--- src/rtl/sfp_pkg.sv ---
// Shared types and constants for the SFP row-normalisation sequencer.
// No logic; no latency; no backpressure.
package sfp_pkg;
   typedef enum logic [2:0] {
      IDLE,
      ACC,
      FLUSH,
      SYNC,
      DIV,
      DRAIN
   } state_t;

   localparam int FLUSH_CYC    = 2;
   localparam int DRAIN_CYC    = 2;
   localparam int DEF_NUM_ROWS = 8;
   localparam int DEF_ADDR_W   = 4;
endpackage

--- src/rtl/sfp_issue_pipe.sv ---
// Two-stage shift of {rd_en, mode, addr} producing the SFP row strobes and output writes.
// acc/div one cycle after rd_en; fifo_ext_rd/out_wr_en two cycles after; no backpressure.
module sfp_issue_pipe #(
   parameter int ADDR_W = 4
) (
   input  logic              clk,
   input  logic              reset_n,
   input  logic              rd_en,
   input  logic              mode_div,
   input  logic [ADDR_W-1:0] rd_addr,
   output logic              acc,
   output logic              div,
   output logic              fifo_ext_rd,
   output logic              out_wr_en,
   output logic [ADDR_W-1:0] out_wr_addr
);
   logic              vld1, div1, vld2, div2;
   logic [ADDR_W-1:0] addr1, addr2;

   always_ff @(posedge clk or negedge reset_n) begin
      if (!reset_n) begin
         vld1  <= 1'b0;
         div1  <= 1'b0;
         addr1 <= '0;
         vld2  <= 1'b0;
         div2  <= 1'b0;
         addr2 <= '0;
      end else begin
         vld1  <= rd_en;
         div1  <= mode_div;
         addr1 <= rd_addr;
         vld2  <= vld1;
         div2  <= div1;
         addr2 <= addr1;
      end
   end

   assign acc         = vld1 & ~div1;
   assign div         = vld1 & div1;
   // The external pop and the output write both ride the second stage, alongside div_q in the SFP.
   assign fifo_ext_rd = vld2 & div2;
   assign out_wr_en   = vld2 & div2;
   assign out_wr_addr = addr2;
endmodule

--- src/rtl/sfp_ctrl.sv ---
// Sequences one SFP normalisation pass: ACC, FLUSH, two-core SYNC barrier, DIV, DRAIN.
// start-to-done 2*NUM_ROWS+6 cycles with the peer already waiting; no backpressure beyond the barrier.
module sfp_ctrl
   import sfp_pkg::*;
#(
   parameter int NUM_ROWS     = DEF_NUM_ROWS,
   parameter int ADDR_W       = DEF_ADDR_W,
   parameter int SYNC_TIMEOUT = 255
) (
   input  logic              clk,
   input  logic              reset_n,
   input  logic              start,
   input  logic [ADDR_W-1:0] base_addr,
   output logic              psum_rd_en,
   output logic [ADDR_W-1:0] psum_rd_addr,
   output logic              acc,
   output logic              div,
   output logic              fifo_ext_rd,
   output logic              out_wr_en,
   output logic [ADDR_W-1:0] out_wr_addr,
   output logic              sync_req,
   input  logic              peer_sync_req,
   output logic              busy,
   output logic              done,
   output logic              err
);
   localparam int CNT_MAX = (SYNC_TIMEOUT > NUM_ROWS) ? SYNC_TIMEOUT : NUM_ROWS;
   localparam int CNT_W   = $clog2(CNT_MAX + 1);

   state_t            state_q, state_d;
   logic [CNT_W-1:0]  cnt_q, cnt_d;
   logic [ADDR_W-1:0] base_q, base_d;
   logic              err_q, err_d;
   logic              done_q, done_d;
   logic              rd_en;

   always_ff @(posedge clk or negedge reset_n) begin
      if (!reset_n) begin
         state_q <= IDLE;
         cnt_q   <= '0;
         base_q  <= '0;
         err_q   <= 1'b0;
         done_q  <= 1'b0;
      end else begin
         state_q <= state_d;
         cnt_q   <= cnt_d;
         base_q  <= base_d;
         err_q   <= err_d;
         done_q  <= done_d;
      end
   end

   always_comb begin
      state_d = state_q;
      cnt_d   = cnt_q + 1'b1;
      base_d  = base_q;
      err_d   = err_q;
      done_d  = 1'b0;
      rd_en   = 1'b0;
      case (state_q)
         IDLE: begin
            cnt_d = '0;
            if (start) begin
               base_d  = base_addr;
               err_d   = 1'b0;
               state_d = ACC;
            end
         end
         ACC: begin
            rd_en = 1'b1;
            if (cnt_q == CNT_W'(NUM_ROWS - 1)) begin
               cnt_d   = '0;
               state_d = FLUSH;
            end
         end
         FLUSH: begin
            if (cnt_q == CNT_W'(FLUSH_CYC - 1)) begin
               cnt_d   = '0;
               state_d = SYNC;
            end
         end
         SYNC: begin
            // The peer sees the same overlap, so both cores leave SYNC on the same edge.
            if (peer_sync_req) begin
               cnt_d   = '0;
               state_d = DIV;
            end else if (SYNC_TIMEOUT != 0 && cnt_q == CNT_W'(SYNC_TIMEOUT)) begin
               cnt_d   = '0;
               err_d   = 1'b1;
               state_d = IDLE;
            end else if (SYNC_TIMEOUT == 0) begin
               cnt_d = cnt_q;
            end
         end
         DIV: begin
            rd_en = 1'b1;
            if (cnt_q == CNT_W'(NUM_ROWS - 1)) begin
               cnt_d   = '0;
               state_d = DRAIN;
            end
         end
         DRAIN: begin
            if (cnt_q == CNT_W'(DRAIN_CYC - 1)) begin
               cnt_d   = '0;
               done_d  = 1'b1;
               state_d = IDLE;
            end
         end
         default: begin
            cnt_d   = '0;
            state_d = IDLE;
         end
      endcase
      if (start && state_q != IDLE) err_d = 1'b1;
   end

   assign psum_rd_en   = rd_en;
   assign psum_rd_addr = rd_en ? base_q + ADDR_W'(cnt_q) : '0;
   assign sync_req     = (state_q == SYNC);
   assign busy         = (state_q != IDLE);
   assign done         = done_q;
   assign err          = err_q;

   sfp_issue_pipe #(
      .ADDR_W(ADDR_W)
   ) u_pipe (
      .clk        (clk),
      .reset_n    (reset_n),
      .rd_en      (rd_en),
      .mode_div   (state_q == DIV),
      .rd_addr    (psum_rd_addr),
      .acc        (acc),
      .div        (div),
      .fifo_ext_rd(fifo_ext_rd),
      .out_wr_en  (out_wr_en),
      .out_wr_addr(out_wr_addr)
   );
endmodule

--- config.mk ---
export PLATFORM = sky130hd
export DESIGN_NAME = sfp_ctrl
export DESIGN_NICKNAME = d
export VERILOG_FILES = /design/src/rtl/sfp_pkg.sv /design/src/rtl/sfp_issue_pipe.sv /design/src/rtl/sfp_ctrl.sv
export SDC_FILE = /design/constraint.sdc
export NUM_CORES = 1
export LEC_CHECK = 0
export ABC_AREA = 1
export BUFFER_PORTS_ARGS = -buffer_cell sky130_fd_sc_hd__buf_2
export CAP_MARGIN = 20
export CORE_AREA = 2 2 72 67
export CTS_CLUSTER_DIAMETER = 120
export CTS_CLUSTER_SIZE = 10
export DETAILED_ROUTE_END_ITERATION = 7
export DIE_AREA = 0 0 74 69
export PLACE_DENSITY = 0.58
export SYNTH_ARGS = -nofsm -noshare
export SYNTH_HDL_FRONTEND = slang
export SYNTH_HIERARCHICAL = 1
export SYNTH_SLANG_ARGS = --single-unit
--- constraint.sdc ---
create_clock -name clk -period 1.4 [get_ports clk]
set_input_delay 0.21 -clock clk [delete_from_list [all_inputs] [get_ports clk]]
set_output_delay 0.21 -clock clk [all_outputs]
set_load 0.02 [all_outputs]
==> impl_metrics.ini <==
[global_routing]
grt_pass1_vias = 1241
track_usage = 0.140
grt_overflow = 0
grt_pass1_wl_mm = 5.42
grt_max_degree = 17
antenna_found_initial = 0

[cts]
cts_tree = done
numCtsBuffers = 5
cts_root_buf = clkbuf_8
cts_buffer_depth = 2
clkLatencyLatePin_ns = 0.29
clock_sinks = 29
clkTransAtPathRegs_ns = 0.06
htree_levels = 2

[synth]
synth_top_cell_area_share = 0.494
yosysTopAreaCell = dfrtp_1
ys_types = 27
synth_area_leaders = dfrtp_1 (49%), nand2_1 (7.7%), nand3_1 (5.4%)
ys_ff_latch = 29
netlist_area_um2 = 1470
synth_cells = 161
syn-num-nets = 175
yosys_warnings = 6
synth_area_per_cell_um2 = 9.13
seq_area_frac_synth = 0.494

[worst_setup_path]
rr_worst_depth = 11
start_kind = flop
rrSetupSlack_ns = -0.11
cp.required_ns = 1.19
critPathKind = reg -> out
crit_family = adder cells
arrival_ns = 1.64
cp_max_fo = 2
critical_path.slowest_cell = fa_2
path_depth = 5
slowest_delay_ns = 0.52
critPathCaptureType = output pin
worstSetupEndpoint = psum_rd_addr[1]
path_buf_inv = 2
r2r_end = state_q[2]
crit_chain = ha_2, fa_2, inv_2, nor2_4, buf_6
r2r-start = cnt_q[0]
crit_start = base_q[0]

[final_layout]
final_layout_size_suffix_gt1_frac = 0.624
synthToLayoutAreaGrowth_pct = 67.0
fillers = 346
final_cell_mix = buf_4 (30), dfrtp_1 (25), nand2_1 (23)
final_util = 0.565
num_antenna_cells = 0
final_common_cell = buf_4
final_nets = 247
final_cell_area_um2 = 2450

[placement]
io_buffers = 24
dp_hpwl_mm = 2.28
gp_congestion = 0.800
preCtsSetupSlack_ns = -0.180
dpl_cell_area_um2 = 1850

[floorplanning]
fp.coreArea_um2 = 4350
fp.dieW_um = 74
pin_count = 25
placementRows = 23
chipHeight_um = 69
die-area_um2 = 5110
start_util = 0.338

[drt]
drt-initial-drc-count = 47
wire_per_inst_um = 12.4
drtAntennaViolNets = 0
avgViaCountPerCell = 4.53
wirelength_mm = 3.68
drc = 0
drt-pass1-iter-count = 4
vias = 1340

[outcome]
status = complete, but fails checks
violations = setup timing

[timing]
rsz0062_at_grt = yes
slew_headroom = 0.773
setup_viol = 17
hold_viol = 0
fin_setup_tns_ns = -2.54
drv_slew = 0
finClkSkew_ns = 0.00852
fin_crit_sh = 1.32
setup_slack_ns = -0.453
fmax_mhz = 540
period_needed_ns = 1.85
tightestPinTransition_ns = 0.338

[run]
drv_cap = 0

[pwr]
leakage_uw = 0.00125
vdd_drop_max_mv = 0.743
power_uw = 5790
powerDensity_nw_per_um2 = 2360

[worst_hold_path]
hp-class = in -> reg
==> worst register-to-register path: cells and delay by family, from the launching register on <==
family                   cells  cell delay [ns]
AND/OR/NAND/NOR              7             0.53
flip-flops                   1             0.38
buffers and inverters        3             0.32
adder cells (fa/ha/maj)      1             0.16
==> cell type report <==
class	count	area, µm²	share of cell area
Sequential cell	29	731	0.298
Timing Repair Buffer	66	532	0.217
Clock buffer	7	86.3	0.0352
Clock inverter	1	30.0	0.0122
Inverter	22	92.6	0.0377
Multi-Input combinational cell	109	906	0.369
Tap cell	62	77.6	0.0316
==> registers in the layout, summed over array words and instances (netlist names) <==
register            flops
u_pipe/div2             1
u_pipe/vld2             1
base_q                  4
u_pipe/addr1            4
u_pipe/out_wr_addr      4
err                     1
u_pipe/div1             1
done                    1
cnt_q                   8
u_pipe/vld1             1
state_q                 3
==> how the worst min path moves through the flow <==
stage | startpoint | endpoint | depth (start not counted)
finish | base_addr[1] | base_q[1] | 2
global route | base_addr[1] | base_q[1] | 2
CTS | base_addr[1] | base_q[1] | 2
detailed placement | reset_n | u_pipe/out_wr_addr[3] | 1
global placement | reset_n | u_pipe/out_wr_addr[3] | 1
floorplan | reset_n | base_q[0] | 0
==> cell families (layout without fill, tap and decap cells) <==
kind of cell    after synthesis  after routing  share of synthesized area
mux                           4              4                     0.0409
buf+inv                      23             96                     0.0613
compound gates               11             11                     0.0460
simple gates                 83             83                      0.272
fa+ha+maj                     6              6                     0.0562
xor+xnor                      5              5                     0.0298
flops                        29             29                      0.494
==> stage by stage <==
step | std cells | hold slack, ns
2_1_floorplan | 161 | -0.0856
3_3_place_gp | 264 | 0.137
6_report | 296 | 0.154
4_1_cts | 291 | 0.148
3_5_place_dp | 264 | 0.139
5_1_grt | 296 | 0.150
==> per-layer routing <==
metal,track usage,routed length (µm),vias up
li1,-,-,655
met1,0.175,1650,643
met2,0.215,1790,32
met3,0.0468,160,10
met4,0.0667,86,0
met5,0,0,-
==> cells in the mapped netlist <==
cell / n
nand2_1: 30
dfrtp_1: 29
nor2_1: 18
inv_1: 16
nand3_1: 16
inv_2: 6
nand2_2: 6
ha_1: 5
mux2_4: 4
nor2_2: 4
a21oi_1: 3
xnor2_1: 3
nand3_2: 2
nor2_4: 2
o21ai_0: 2
o21bai_1: 2
or2_2: 2
xor2_1: 2
a31oi_1: 1
buf_4: 1
fa_1: 1
nand2_4: 1
nand4_1: 1
nor3_1: 1
o211ai_1: 1
o21ai_1: 1
o21ai_2: 1
==> power by group <==
part,switching [µW],internal [µW]
clock,330,579
combinational,1870,1730
sequential,180,1090
==> timing repair <==
| action | in CTS | in global routing |
|---|---|---|
| gates resized for setup | 45 | 38 |
| hold endpoints to repair | 13 | 0 |
| setup buffers | 18 | 5 |
| setup endpoints to repair | 18 | 24 |
| pin swaps | 17 | 14 |
| hold buffers | 1 | 0 |
(Power assumes the default switching activity.)
